===== src/rtl/datapath_sequencer.sv =====
// Multi-cycle sequencer: accepts one RISC-V word at a time, decodes ADD/SUB/ADDI
// and drives the DataPath control inputs through DECODE, EXEC and WB.

`ifndef ADD
`define ADD 7'd1
`endif
`ifndef SUB
`define SUB 7'd2
`endif

module datapath_sequencer #(
  parameter int CNT_W = 32
) (
  input  logic             clk,
  input  logic             rst_n,
  input  logic             instr_valid,
  output logic             instr_ready,
  input  logic [31:0]      instr,
  input  logic             stall,
  output logic [6:0]       dp_op,
  output logic [4:0]       dp_addr_a,
  output logic [4:0]       dp_addr_b,
  output logic [4:0]       dp_addr_d,
  output logic [31:0]      dp_immed,
  output logic             dp_y_sel,
  output logic             dp_write,
  output logic             done,
  output logic             illegal,
  output logic             busy,
  output logic [CNT_W-1:0] retired
);

  localparam logic [2:0] IDLE   = 3'd0;
  localparam logic [2:0] DECODE = 3'd1;
  localparam logic [2:0] EXEC   = 3'd2;
  localparam logic [2:0] WB     = 3'd3;
  localparam logic [2:0] TRAP   = 3'd4;

  logic [2:0]  state;
  logic [2:0]  state_next;
  logic [31:0] instr_q;

  logic        dec_legal;
  logic [6:0]  dec_op;
  logic [31:0] dec_immed;
  logic        dec_y_sel;

  logic [6:0]  opcode;
  logic [2:0]  funct3;
  logic [6:0]  funct7;

  assign opcode = instr_q[6:0];
  assign funct3 = instr_q[14:12];
  assign funct7 = instr_q[31:25];

  always_comb begin
    dec_legal = 1'b0;
    dec_op    = `ADD;
    dec_immed = 32'd0;
    dec_y_sel = 1'b0;
    if (opcode == 7'b0110011 && funct3 == 3'b000) begin
      if (funct7 == 7'b0000000) begin
        dec_legal = 1'b1;
        dec_op    = `ADD;
      end else if (funct7 == 7'b0100000) begin
        dec_legal = 1'b1;
        dec_op    = `SUB;
      end
    end else if (opcode == 7'b0010011 && funct3 == 3'b000) begin
      dec_legal = 1'b1;
      dec_op    = `ADD;
      dec_y_sel = 1'b1;
      dec_immed = {{20{instr_q[31]}}, instr_q[31:20]};
    end
  end

  always_comb begin
    state_next = state;
    case (state)
      IDLE:    if (instr_valid) state_next = DECODE;
      DECODE:  state_next = dec_legal ? EXEC : TRAP;
      EXEC:    if (!stall) state_next = WB;
      WB:      state_next = IDLE;
      TRAP:    state_next = IDLE;
      default: state_next = IDLE;
    endcase
  end

  always_ff @(posedge clk or negedge rst_n) begin
    if (!rst_n) state <= IDLE;
    else        state <= state_next;
  end

  always_ff @(posedge clk or negedge rst_n) begin
    if (!rst_n)                            instr_q <= 32'd0;
    else if (state == IDLE && instr_valid) instr_q <= instr;
  end

  // Operand registers load on the DECODE->EXEC step and otherwise hold, so
  // they stay stable through WB and keep their last values in IDLE and TRAP.
  always_ff @(posedge clk or negedge rst_n) begin
    if (!rst_n) begin
      dp_op     <= 7'd0;
      dp_addr_a <= 5'd0;
      dp_addr_b <= 5'd0;
      dp_addr_d <= 5'd0;
      dp_immed  <= 32'd0;
      dp_y_sel  <= 1'b0;
    end else if (state == DECODE && dec_legal) begin
      dp_op     <= dec_op;
      dp_addr_a <= instr_q[19:15];
      dp_addr_b <= instr_q[24:20];
      dp_addr_d <= instr_q[11:7];
      dp_immed  <= dec_immed;
      dp_y_sel  <= dec_y_sel;
    end
  end

  always_ff @(posedge clk or negedge rst_n) begin
    if (!rst_n)           retired <= '0;
    else if (state == WB) retired <= retired + CNT_W'(1);
  end

  // Status outputs decode the state directly so an async reset clears them at once.
  assign instr_ready = (state == IDLE) && rst_n;
  assign busy        = (state != IDLE);
  assign done        = (state == WB);
  assign illegal     = (state == TRAP);
  assign dp_write    = (state == WB) && (dp_addr_d != 5'd0);

endmodule


===== config.mk =====
export PLATFORM = sky130hd
export DESIGN_NAME = datapath_sequencer
export DESIGN_NICKNAME = d
export VERILOG_FILES = /design/src/rtl/datapath_sequencer.sv
export SDC_FILE = /design/constraint.sdc
export NUM_CORES = 1
export LEC_CHECK = 0
export BUFFER_PORTS_ARGS = -buffer_cell sky130_fd_sc_hd__clkbuf_2
export CAP_MARGIN = 25
export CORE_ASPECT_RATIO = 0.75
export CORE_UTILIZATION = 51
export CTS_CLUSTER_DIAMETER = 100
export DETAILED_ROUTE_END_ITERATION = 12
export GPL_TIMING_DRIVEN = 0
export MAX_ROUTING_LAYER = met4
export PLACE_DENSITY = 0.86
export SLEW_MARGIN = 40
export SYNTH_ARGS = -nofsm -noshare
export SYNTH_HDL_FRONTEND = slang
export SYNTH_SLANG_ARGS = --single-unit
export TNS_END_PERCENT = 50

===== constraint.sdc =====
create_clock -name clk -period 1.8 [get_ports clk]
set_input_delay 0.36 -clock clk [delete_from_list [all_inputs] [get_ports clk]]
set_output_delay 0.36 -clock clk [all_outputs]
set_load 0.05 [all_outputs]

# Yosys cells after proc, flatten, opt, wreduce, memory -nomap -nowiden
# Index checks and enable logic that the tools add are counted.
[op_classes] n_reduce_logical=12 muxes=14 n_eq_ne=9 magnitude_cmp=0 div=0 add_sub_neg=1 n_mul=0 shifts=0 bitwise_logic=0
[ops] operator="$mux W32" count=2
[ops] operator="$add A32 B1 Y32 const B" count=1
[ops] operator="$eq A7 B6 Y1 const B" count=2
[ops] operator="$mux W3" count=3
[ops] operator="$pmux W3 S3" count=1
[ops] operator="$eq A7 B5 Y1 const B" count=1
[ops] operator="$logic_not A7 Y1" count=1
[ops] operator="$mux W7" count=1
[ops] operator="$eq A3 B2 Y1 const B" count=2
[ops] operator="$logic_and A1 B1 Y1" count=6
[ops] operator="$logic_not A3 Y1" count=2
[ops] operator="$mux W1" count=5
[ops] operator="$reduce_bool A5 Y1" count=1
[ops] operator="$mux W2" count=2
[ops] operator="$ne A2 B2 Y1 const B" count=2
[ops] operator="$eq A3 B1 Y1 const B" count=1
[ops] operator="$eq A3 B3 Y1 const B" count=1
[ops] operator="$reduce_bool A3 Y1" count=1
[ops] operator="$reduce_and A2 Y1" count=1
[totals] n_memories=0 in_bits=36 latchBits=0 ram_bits=0 ff_bits=122 romBits=0

# Depth between registers and ports, before layout
[depth] ltp_word=6 mapped_depth=6 ltp_nobuf=5

# Worst setup path after synthesis
# No wires, ideal clock.
[synth_timing] path_type="register to output" startpoint="reg state[1]" endpoint="out illegal" path_slack_ps=-221 path_stages_with_launch=3 required_time_ps=1440 path_buffers=1 t_arrival_ps=1661 cell_sequence="dfrtp_1 > buf_4 > nor3b_1"
[synth_via] elab_chain_cells=1
[synth_lines] item="start, declared" line="39" text="logic [2:0] state;"
[synth_lines] item="start signal, assigned" line="91" text="else state <= state_next;"
[synth_lines] item="$eq A3 B3 Y1" line="128" text="assign illegal = (state == TRAP);"
[synth_lines] item="end, declared" line="28" text="output logic illegal,"
# Every way passes these cells.

# Worst setup path in the final report
[layout_timing] startpoint="reg instr_q[13]" endpoint="reg dp_immed[2]"
[layout_via] elab_chain_cells=5 elab_cells_between_ends=8 cone_classes="mux: 4; reduce/logical: 4"
[layout_lines] item="start, declared" line="41" text="logic [31:0] instr_q;"
[layout_lines] item="start signal, assigned" line="96" text="else if (state == IDLE && instr_valid) instr_q <= instr;"
[layout_lines] item="$logic_not A3 Y1 *" line="61, 69"
[layout_lines] item="$logic_and A1 B1 Y1" line="69" text="end else if (opcode == 7'b0010011 && funct3 == 3'b000) begin"
[layout_lines] item="$mux W1" line="69"
[layout_lines] item="$mux W1" line="61" text="if (opcode == 7'b0110011 && funct3 == 3'b000) begin"
[layout_lines] item="$logic_and A1 B1 Y1" line="109" text="end else if (state == DECODE && dec_legal) begin"
[layout_lines] item="end signal, assigned" line="114" text="dp_immed <= dec_immed;"
[layout_lines] item="end, declared" line="24" text="output logic [31:0] dp_immed,"
# Every way passes the cells marked *; elsewhere a longest branch is shown, timed or not.
# A chain may end at the register's enable or synchronous reset.

==> results.yml <==
logic_synthesis:
  synth_cells: 328
  synth-seq-area-share_pct: 56.8
  postSynthAreaPerCell_um2: 13.0
  yosysUniqueCellTypes: 41
  synth_top_area_share_pct: 56.8
  ys_seq_elements: 97
  ys_top_cells_by_area: "dfrtp_1, mux2_2, xnor2_1"
  synth_top_area_cell: "dfrtp_1"
  async_flop_share_pct: 100
  ys.flop_type: "dfrtp_1"
  syn_area_um2: 4270
  yosysMostFrequentCell: "dfrtp_1"
  yosys_warnings: 0
  synth_edf_count: 0
  synth_commonest_cells: "dfrtp_1, mux2_2, buf_4"
placement:
  dp_slack_ns: -0.233
  io_buffers: 122
  dp_hpwl_um: 7050
  dp.cells: 560
  routabilityCongestion: 0.775
floorplan:
  die_w_um: 108
  die-area_um2: 8750
  core_area_um2: 7990
  die_y_um: 81.2
  rows: 28
  start_util_pct: 53.5
  io_pins: 128
pwr:
  seqPwrFrac_pct: 54.7
  sw_frac_of_total_pct: 30.3
  finalPower_uw: 4750
  power_frac_comb_pct: 17.5
  p_int_uw: 3310
  clock_power_share_pct: 27.8
  p_sw_uw: 1440
  powerDensity_nw_per_um2: 839
  ir_drop_v: 0.000767
  p_leak_uw: 0.00286
sta:
  fin_crit_sh_pct: 99.2
  rsz0062_at_grt: "yes"
  layout_min_cycle_time_ns: 1.78
  max_freq_mhz: 560
  slew_violations: 0
  tns_ns: 0
  finalSetupViolCount: 0
  clock_skew_ns: 0.0137
  slew_headroom_pct: 58.3
  worstMarginPinSlew_ns: 0.626
  finalWorstSetupSlack_ns: 0.0151
  hold_viol_final: 0
global_routing:
  track_usage_pct: 24.2
  grt_pass1_vias: 3146
  grt_max_degree: 51
  antenna_found_initial: 0
  overflow: 0
  grt_pass1_wl_um: 15700
clock_tree:
  cts_root_buf: "clkbuf_8"
  cts_buffers: 9
  cts_tree: "yes"
  cts_buffer_depth: 2
  cts.sinks: 97
  clk_pin_slew_ns: 0.10
  clk_latency_ns: 0.36
  cts.htree.levels: 3
routing:
  drtAntennaViolNets: 0
  wl_per_cell_um: 17.2
  finalWirelength_um: 10300
  vias: 3133
  viasPerCell: 5.23
  drtPass1Iterations: 4
  drt_iter0_drc: 104
  drc: 0
hold_path:
  min_path_type: "in -> async"
worst_setup_path:
  cp_data_required_time_ns: 2.10
  critPathCaptureType: "flop"
  path_class: "reg -> reg"
  critPathLaunchType: "flop"
  arrival_ns: 2.09
  path_max_fanout: 10
run_status:
  outcome: "finished clean"
finish:
  instances_no_fill: 599
  diodes: 0
  syn_to_final_growth_pct: 32.5
  nets: 526
  drive_above_1_share_pct: 55.7
job:
  max-cap-violations: 0
## sequential cells by signal, summed over array words and instances (netlist names)
register / count
dp_addr_b: 5
dp_addr_a: 5
dp_immed: 12
dp_y_sel: 1
dp_addr_d: 5
instr_q: 32
retired: 32
dp_op: 2
state: 3
## power groups by stage
stage	clock (µW)	combinational [µW]	sequential (µW)
after floorplan	0	486	2640
after global placement	0	721	2590
after detailed placement	0	759	2620
after CTS	1350	811	2580
after global routing	1430	891	2630
final	1320	832	2600
## cells in the final DEF (no fill, tap or decap), drive strengths merged, types with 2 or more instances in the layout
master       Yosys  routed
nor3             6       6
dfrtp           97      97
buf             35      60
nand3           10      10
nor4             2       2
inv              5       9
and2             9       9
nand2           14      14
nor3b            2       2
and4             2       2
a22o            12      12
nor2            10      10
clkbuf           3     131
xnor2           29      29
and3             6       6
a21oi            4       4
or3              2       2
mux2            47      47
conb             1       5
dlygate4sd3      0       2
xor2             2       2
a21o             2       2
clkinvlp         0       2
nand4           20      20
## metal layers
metal / routed length [µm] / global-route usage (%) / up-vias
met3: 507 / 5.14 / 16
met1: 4210 / 29.0 / 1567
li1: - / - / 1447
met4: 139 / 5.89 / 0
met5: 0 / - / -
met2: 5420 / 42.2 / 103
## cell families (layout without fill, tap and decap cells)
kind of cell    Yosys count  count (layout)  synth area share, %
flops                    97              97                 56.8
simple gates             86              86                 12.2
fa+ha+maj                 1               1                0.293
compound gates           22              22                 4.42
xor+xnor                 31              31                 6.36
other cells               1               5               0.0878
buf+inv                  43             205                 6.74
mux                      47              47                 13.0
## area by class of cell
cell class	instances	area [µm²]
Buffer	38	299
Clock buffer	9	124
Clock inverter	7	58.8
Fill cell	567	2330
Inverter	5	21.3
Multi-Input combinational cell	192	1660
Sequential cell	97	2450
Tap cell	105	131
Timing Repair Buffer	146	917
## per-stage QoR
| stage | utilization, % | hold slack, ns | instance area [µm²] |
|---|---|---|---|
| 3_3_place_gp | 63.3 | 0.459 | 5050 |
| 3_5_place_dp | 63.7 | 0.337 | 5090 |
| 4_1_cts | 68.2 | -0.0291 | 5450 |
| 2_1_floorplan | - | 0.0644 | 4310 |
| 6_report | 70.8 | 0.0482 | 5660 |
| 5_1_grt | 70.8 | 0.0411 | 5660 |
## worst max-delay path: stages, from the launching register on
cell and delay (ns):
dfrtp_1 0.44, nor3_2 0.35, nand4_1 0.29, nor3_4 0.32, buf_6 0.18, a22o_1 0.13
## timing repair
item | 4_1_cts | 5_1_grt
gates resized for setup | 25 | 18
pin swaps | 3 | 11
setup endpoints to repair | 100 | 63
cloned | 0 | 2
hold buffers | 1 | 3
setup buffers | 5 | 12
hold endpoints to repair | 48 | 87
## path summary, 6_finish.rpt
path                                         start                      end  slack [ns]  depth (start not counted)
max reg2reg                instr_q[13]$_DFFE_PN0P_  dp_immed[2]$_DFFE_PN0P_        0.02                          5
min                                          rst_n  instr_q[20]$_DFFE_PN0P_        0.05                          3
min in group clk                             stall     state[0]$_DFFE_PN0P_        0.22                          2
min reg2reg                   dp_y_sel$_DFFE_PN0P_     dp_y_sel$_DFFE_PN0P_        0.48                          1
max in group asynchronous                    rst_n  retired[12]$_DFFE_PN0P_        0.68                          3
max                        instr_q[13]$_DFFE_PN0P_  dp_immed[2]$_DFFE_PN0P_        0.02                          5
Note: power is estimated with default switching activity, not from simulation.
